<file path="src/rtl/adder_pkg.sv">
// Shared types and widths for the multi-precision add sequencer.
package adder_pkg;
  localparam int WORD_W = 16;

  typedef enum logic [1:0] {IDLE, RUN, DONE} state_t;

  // Slice index width; at least one bit so WORDS=1 still has a legal vector.
  function automatic int idx_w(input int words);
    return (words > 1) ? $clog2(words) : 1;
  endfunction
endpackage

</file>
<file path="src/rtl/adder_16bit_csa.sv">
// 16-bit carry-select adder: the low byte ripples, and the high byte is precomputed for both carries.
module adder_16bit_csa (
  input  logic [15:0] a,
  input  logic [15:0] b,
  input  logic        cin,
  output logic [15:0] sum,
  output logic        cout
);
  logic [8:0] w_lo, w_hi0, w_hi1;

  assign w_lo  = {1'b0, a[7:0]} + {1'b0, b[7:0]} + {8'd0, cin};
  assign w_hi0 = {1'b0, a[15:8]} + {1'b0, b[15:8]};
  assign w_hi1 = {1'b0, a[15:8]} + {1'b0, b[15:8]} + 9'd1;

  assign sum  = {(w_lo[8] ? w_hi1[7:0] : w_hi0[7:0]), w_lo[7:0]};
  assign cout = w_lo[8] ? w_hi1[8] : w_hi0[8];
endmodule

</file>
<file path="src/rtl/adder_mp_seq.sv">
// WORDS x 16-bit add sequencer. It reuses one 16-bit adder, LSW first, with the carry held in a register.
// Optional ADDER_MP_SEQ_SUB_EN adds in_sub, which gives A-B-in_cin (out_cout=1 means no borrow).
module adder_mp_seq
  import adder_pkg::*;
#(
  parameter int WORDS = 4
) (
  input  logic                    clk,
  input  logic                    rst_n,
  input  logic                    in_valid,
  output logic                    in_ready,
  input  logic [WORDS*WORD_W-1:0] in_a,
  input  logic [WORDS*WORD_W-1:0] in_b,
  input  logic                    in_cin,
`ifdef ADDER_MP_SEQ_SUB_EN
  input  logic                    in_sub,
`endif
  output logic                    out_valid,
  input  logic                    out_ready,
  output logic [WORDS*WORD_W-1:0] out_sum,
  output logic                    out_cout,
  output logic                    busy
);
  localparam int            IW   = idx_w(WORDS);
  localparam logic [IW-1:0] LAST = IW'(WORDS - 1);

  state_t                         r_state;
  logic [WORDS-1:0][WORD_W-1:0]   r_a, r_b, r_sum;
  logic [IW-1:0]                  r_idx;
  logic                           r_carry, r_cout, r_valid, r_busy, r_sub;
  logic [WORD_W-1:0]              w_sa, w_sb, w_s;
  logic                           w_co, w_sub_in;

`ifdef ADDER_MP_SEQ_SUB_EN
  assign w_sub_in = in_sub;
`else
  assign w_sub_in = 1'b0;
`endif

  // Subtraction is A + ~B + ~cin, so only the B slice and the seed carry change.
  assign w_sa = r_a[r_idx];
  assign w_sb = r_b[r_idx] ^ {WORD_W{r_sub}};

  adder_16bit_csa u_csa (
    .a    (w_sa),
    .b    (w_sb),
    .cin  (r_carry),
    .sum  (w_s),
    .cout (w_co)
  );

  always_ff @(posedge clk or negedge rst_n) begin
    if (!rst_n) begin
      r_state <= IDLE;
      r_a     <= '0;
      r_b     <= '0;
      r_sum   <= '0;
      r_idx   <= '0;
      r_carry <= 1'b0;
      r_cout  <= 1'b0;
      r_valid <= 1'b0;
      r_busy  <= 1'b0;
      r_sub   <= 1'b0;
    end else begin
      case (r_state)
        IDLE: if (in_valid) begin
          r_a     <= in_a;
          r_b     <= in_b;
          r_sub   <= w_sub_in;
          r_carry <= in_cin ^ w_sub_in;
          r_idx   <= '0;
          r_busy  <= 1'b1;
          r_state <= RUN;
        end
        RUN: begin
          r_sum[r_idx] <= w_s;
          r_carry      <= w_co;
          if (r_idx == LAST) begin
            r_cout  <= w_co;
            r_valid <= 1'b1;
            r_state <= DONE;
          end else begin
            r_idx <= r_idx + IW'(1);
          end
        end
        DONE: if (out_ready) begin
          r_valid <= 1'b0;
          r_busy  <= 1'b0;
          r_state <= IDLE;
        end
        default: r_state <= IDLE;
      endcase
    end
  end

  assign in_ready  = (r_state == IDLE);
  assign out_valid = r_valid;
  assign out_sum   = r_sum;
  assign out_cout  = r_cout;
  assign busy      = r_busy;
endmodule

</file>
<file path="config.mk">
export PLATFORM = sky130hd
export DESIGN_NAME = adder_mp_seq
export DESIGN_NICKNAME = d
export VERILOG_FILES = /design/src/rtl/adder_pkg.sv /design/src/rtl/adder_16bit_csa.sv /design/src/rtl/adder_mp_seq.sv
export SDC_FILE = /design/constraint.sdc
export NUM_CORES = 1
export LEC_CHECK = 0
export CORE_MARGIN = 2
export CORE_UTILIZATION = 40
export CTS_CLUSTER_SIZE = 16
export DETAILED_ROUTE_END_ITERATION = 10
export PLACE_DENSITY = 0.65
export SYNTH_ARGS = -nofsm -noshare
export SYNTH_HDL_FRONTEND = slang
export SYNTH_SLANG_ARGS = --single-unit
export TNS_END_PERCENT = 5
</file>
<file path="constraint.sdc">
create_clock -name clk -period 9.6 [get_ports clk]
set_clock_uncertainty 0.05 [all_clocks]
set_input_delay 0.96 -clock clk [delete_from_list [all_inputs] [get_ports clk]]
set_output_delay 0.96 -clock clk [all_outputs]
set_load 0.05 [all_outputs]
</file>
==> PnR_summary.wiki <==
{| class="wikitable"
! Metric !! Value
|-
| Maximum number of pins on one net before global-route repair || slightly above 80
|-
| Remaining antenna violation count after routing || 0
|-
| Max Freq || 253 MHz
|-
| Worst path cell trace || buf_4 > mux4_2 > ha_1 > fa_1 > a211oi_1 > o2111ai_1 > or2_1 > o21ai_0 > a31oi_1
|-
| Main combinational cell family by area after synthesis || multiplexers
|-
| CTS H-tree lvls || 4
|-
| Final-report hold violation count || 0
|-
| Transition time of the tightest slew-check pin || 1.07 ns
|-
| Smallest setup slack after layout || 5.65 ns
|-
| Unrepaired setup endpoints after global routing || no
|-
| Sink count of the clock tree || 200
|-
| Data arrival time at the worst-slack endpoint || 4.19 ns
|-
| Clk_lat worst skew || 0.44 ns
|-
| Count of warnings emitted by yosys || 0
|-
| Number of iterations in the first detailed-routing pass || 5
|-
| Arithmetic-cell share of the synthesized area counting full adders, half adders and majority gates || under 10%
|-
| Setup TNS after final layout || 0 ns
|-
| Result of the run || complete, no violations
|-
| Slew HR || 28.3%
|-
| Met1 Usage GRT || approximately a quarter
|-
| Met3 Usage GRT || under 10%
|-
| Worst setup SP type || flop
|-
| Number of top-level pins || 201
|-
| Average detailed-routed wire length per instance || 18.1 um
|-
| Number of buffers on the longest clock path || 2
|-
| Hold-fix buffers at CTS || 0
|-
| Post-Synthesis Cell Area || slightly above 9000 um2
|-
| Initial Util || 40.8%
|-
| PostCTS Resize Cnt || 0
|-
| Fill cell count || 1,926
|-
| Avg Cell Area, Syn || 13.0 um2
|-
| Simple-gate portion of the synthesized area || 6.42%
|-
| Maximum fanout encountered on the critical timing path || 34
|-
| Worst endpoint required time || approximately 9.8 ns
|-
| Most instantiated library cell after synthesis || dfrtp_1
|-
| Drt initial violations || 295
|-
| Initial antenna violation count || 2
|-
| Count of max-cap constraint violations || 0
|-
| Area after detailed placement || 11,500 um2
|-
| Total core area || 22,600 um2
|-
| Post-synthesis sequential area ratio || between 50% and 60%
|-
| Ys flop type || dfrtp_1
|-
| Final Max Tran Viols || 0
|-
| Count of different cell masters after synthesis || 51
|-
| Top cells by area, synth || dfrtp_1, mux2_2, mux4_2
|-
| Busiest metal layer after global routing || met2
|-
| Number of enable flip-flop cells after synthesis || 0
|-
| Share of flip-flops with an asynchronous set or reset || 100%
|-
| Number of synthesized register bits || 200
|-
| Clk pin slew, worst setup/hold paths || 0.07 ns
|-
| Number of I/O port buffers || 200
|-
| First-pass GRT wire length || 34.8 mm
|-
| Weighted congestion reported at the end of routability-driven placement || 0.845
|-
| Nature of the critical path endpoint || flop
|-
| Period minus WS final || approximately 4 ns
|-
| WS Path Type || reg2reg
|-
| Share of the synthesized area in compound gates (AO/OA/AOI/OAI) || approximately 8.4%
|-
| Site Rows || 55
|-
| Maximum cell stage delay along the critical path || 0.59 ns
|-
| Area delta synth->final || 30.6%
|-
| Biggest area consumer among synthesized cells || dfrtp_1
|-
| Count of unresolved DRC violations after routing || 0
|-
| Diodes inserted || 0
|-
| Met2 demand-to-capacity share in global routing || 27.8%
|-
| # setup viols final || 0
|-
| Die extent in y || 156 um
|-
| Fraction of synthesized cell area in xor and xnor cells || 1.50%
|-
| Setup WS pre-CTS || 5.61 ns
|-
| Setup Buffers After CTS || 0
|-
| Multiplexer area fraction after synthesis || 24.0%
|-
| Cell types with the highest counts after synthesis || dfrtp_1, mux2_2, nand2_1
|-
| Final instance area || 12,100 um2
|-
| Number of buffers created by CTS || 17
|-
| Net count of the finished layout || approximately 1,100
|-
| Vias after detailed routing || 6,202
|-
| Share of post-route cells with drive strength above 1 || 23.2%
|-
| Final routed wirelength across all metal layers || approximately 22 mm
|-
| Utilization after layout || 53.3%
|-
| Overall die area || 24,300 um2
|-
| Clock root buffer master || clkbuf_16
|-
| DIE WIDTH || 156 um
|-
| Share of the clock period used by the worst path || approximately two fifths
|-
| Post-synthesis instance total || 709
|-
| Routed via count divided by cell count || 5.20
|-
| Area share of the largest cell type after synthesis || 54.2%
|-
| Worst min-delay path category || reg2reg
|-
| Cell with the biggest individual delay on the critical path || mux4_2
|-
| Synth Net Count || around 870
|-
| Number of global-route vias before repair || 6,261
|-
| CTS tree || yes
|-
| HPWL after detailed placement || 15.7 mm
|-
| Grt ovf || 0
|-
| Global-route usage over all layers || 18.7%
|}
[kinds of logic after synthesis]
family | after synthesis
xor+xnor | 15
fa+ha+maj | 23
compound gates | 125
buf+inv | 49
mux | 165
simple gates | 132
flops | 200
[final timing paths]
check | endpoint | slack (ns) | from | depth (start not counted)
worst max-delay path | out_sum[46] | 5.65 | r_idx[0] | 9
worst min-delay path | out_sum[16] | 0.43 | out_sum[16] | 2
worst max register to register | out_sum[46] | 5.65 | r_idx[0] | 9
worst min register to register | out_sum[16] | 0.43 | out_sum[16] | 2
max in group asynchronous | r_a[37] | 7.69 | rst_n | 2
min in group asynchronous | out_sum[27] | 0.51 | rst_n | 1
[per-layer routing]
metal	vias up	routed length, um
li1	2943	-
met1	3068	10300
met2	167	9470
met3	22	1510
met4	2	283
met5	-	12
[stage by stage]
| step | cells | hold WS, ns |
|---|---|---|
| finish | 1193 | 0.429 |
| floorplan | 709 | 0.425 |
| global placement | 1161 | 0.413 |
| CTS | 1193 | 0.437 |
| global route | 1193 | 0.455 |
| detailed placement | 1161 | 0.421 |
[layout by cell type (no fill, tap or decap), types with 3 or more instances in the layout]
| cell | instances |
|---|---|
| a21o_1 | 4 |
| o21a_1 | 4 |
| a211oi_1 | 3 |
| o21ai_0 | 62 |
| o211ai_1 | 4 |
| or4_1 | 4 |
| nand3_1 | 8 |
| mux4_2 | 32 |
| xor2_1 | 6 |
| fa_1 | 3 |
| inv_8 | 3 |
| clkbuf_16 | 17 |
| ha_1 | 20 |
| inv_6 | 3 |
| nor2b_1 | 3 |
| or3_1 | 3 |
| dfrtp_1 | 198 |
| o31ai_1 | 5 |
| nand2_1 | 74 |
| nor2_1 | 17 |
| a21oi_1 | 14 |
| nand2b_1 | 4 |
| a31oi_1 | 5 |
| o21ai_1 | 5 |
| buf_4 | 4 |
| inv_1 | 12 |
| clkdlybuf4s50_1 | 199 |
| clkinv_2 | 3 |
| xnor2_1 | 8 |
| clkinv_4 | 3 |
| and2_1 | 8 |
| nor3_1 | 3 |
| mux2_2 | 132 |
[layout make-up]
cell class	count	area (um2)	share of cell area, %
well taps	285	357	2.96
inverters	12	45.0	0.373
clock inverters	14	139	1.15
repair buffers	204	2040	16.9
multi-input cells	460	4040	33.5
clock buffers	18	439	3.64
flip-flops and latches	200	5010	41.5
[flip-flops by register name, summed over array words and instances (netlist names)]
name	count
busy	1
out_cout	1
out_sum	64
out_valid	1
r_a	64
r_b	64
r_carry	1
r_idx	2
r_state	2
[critical path, delay by kind of cell (launching register included)]
| family | cells | cell delay, ns |
|---|---|---|
| compound gates | 4 | 1.17 |
| buf+inv | 1 | 0.56 |
| simple gates | 1 | 0.32 |
| fa+ha+maj | 2 | 0.71 |
| mux | 1 | 0.59 |
| flops | 1 | 0.37 |
Power is left out: the tool's default activity adds up to more than one toggle a clock period on the data nets, which glitch-free logic cannot reach.
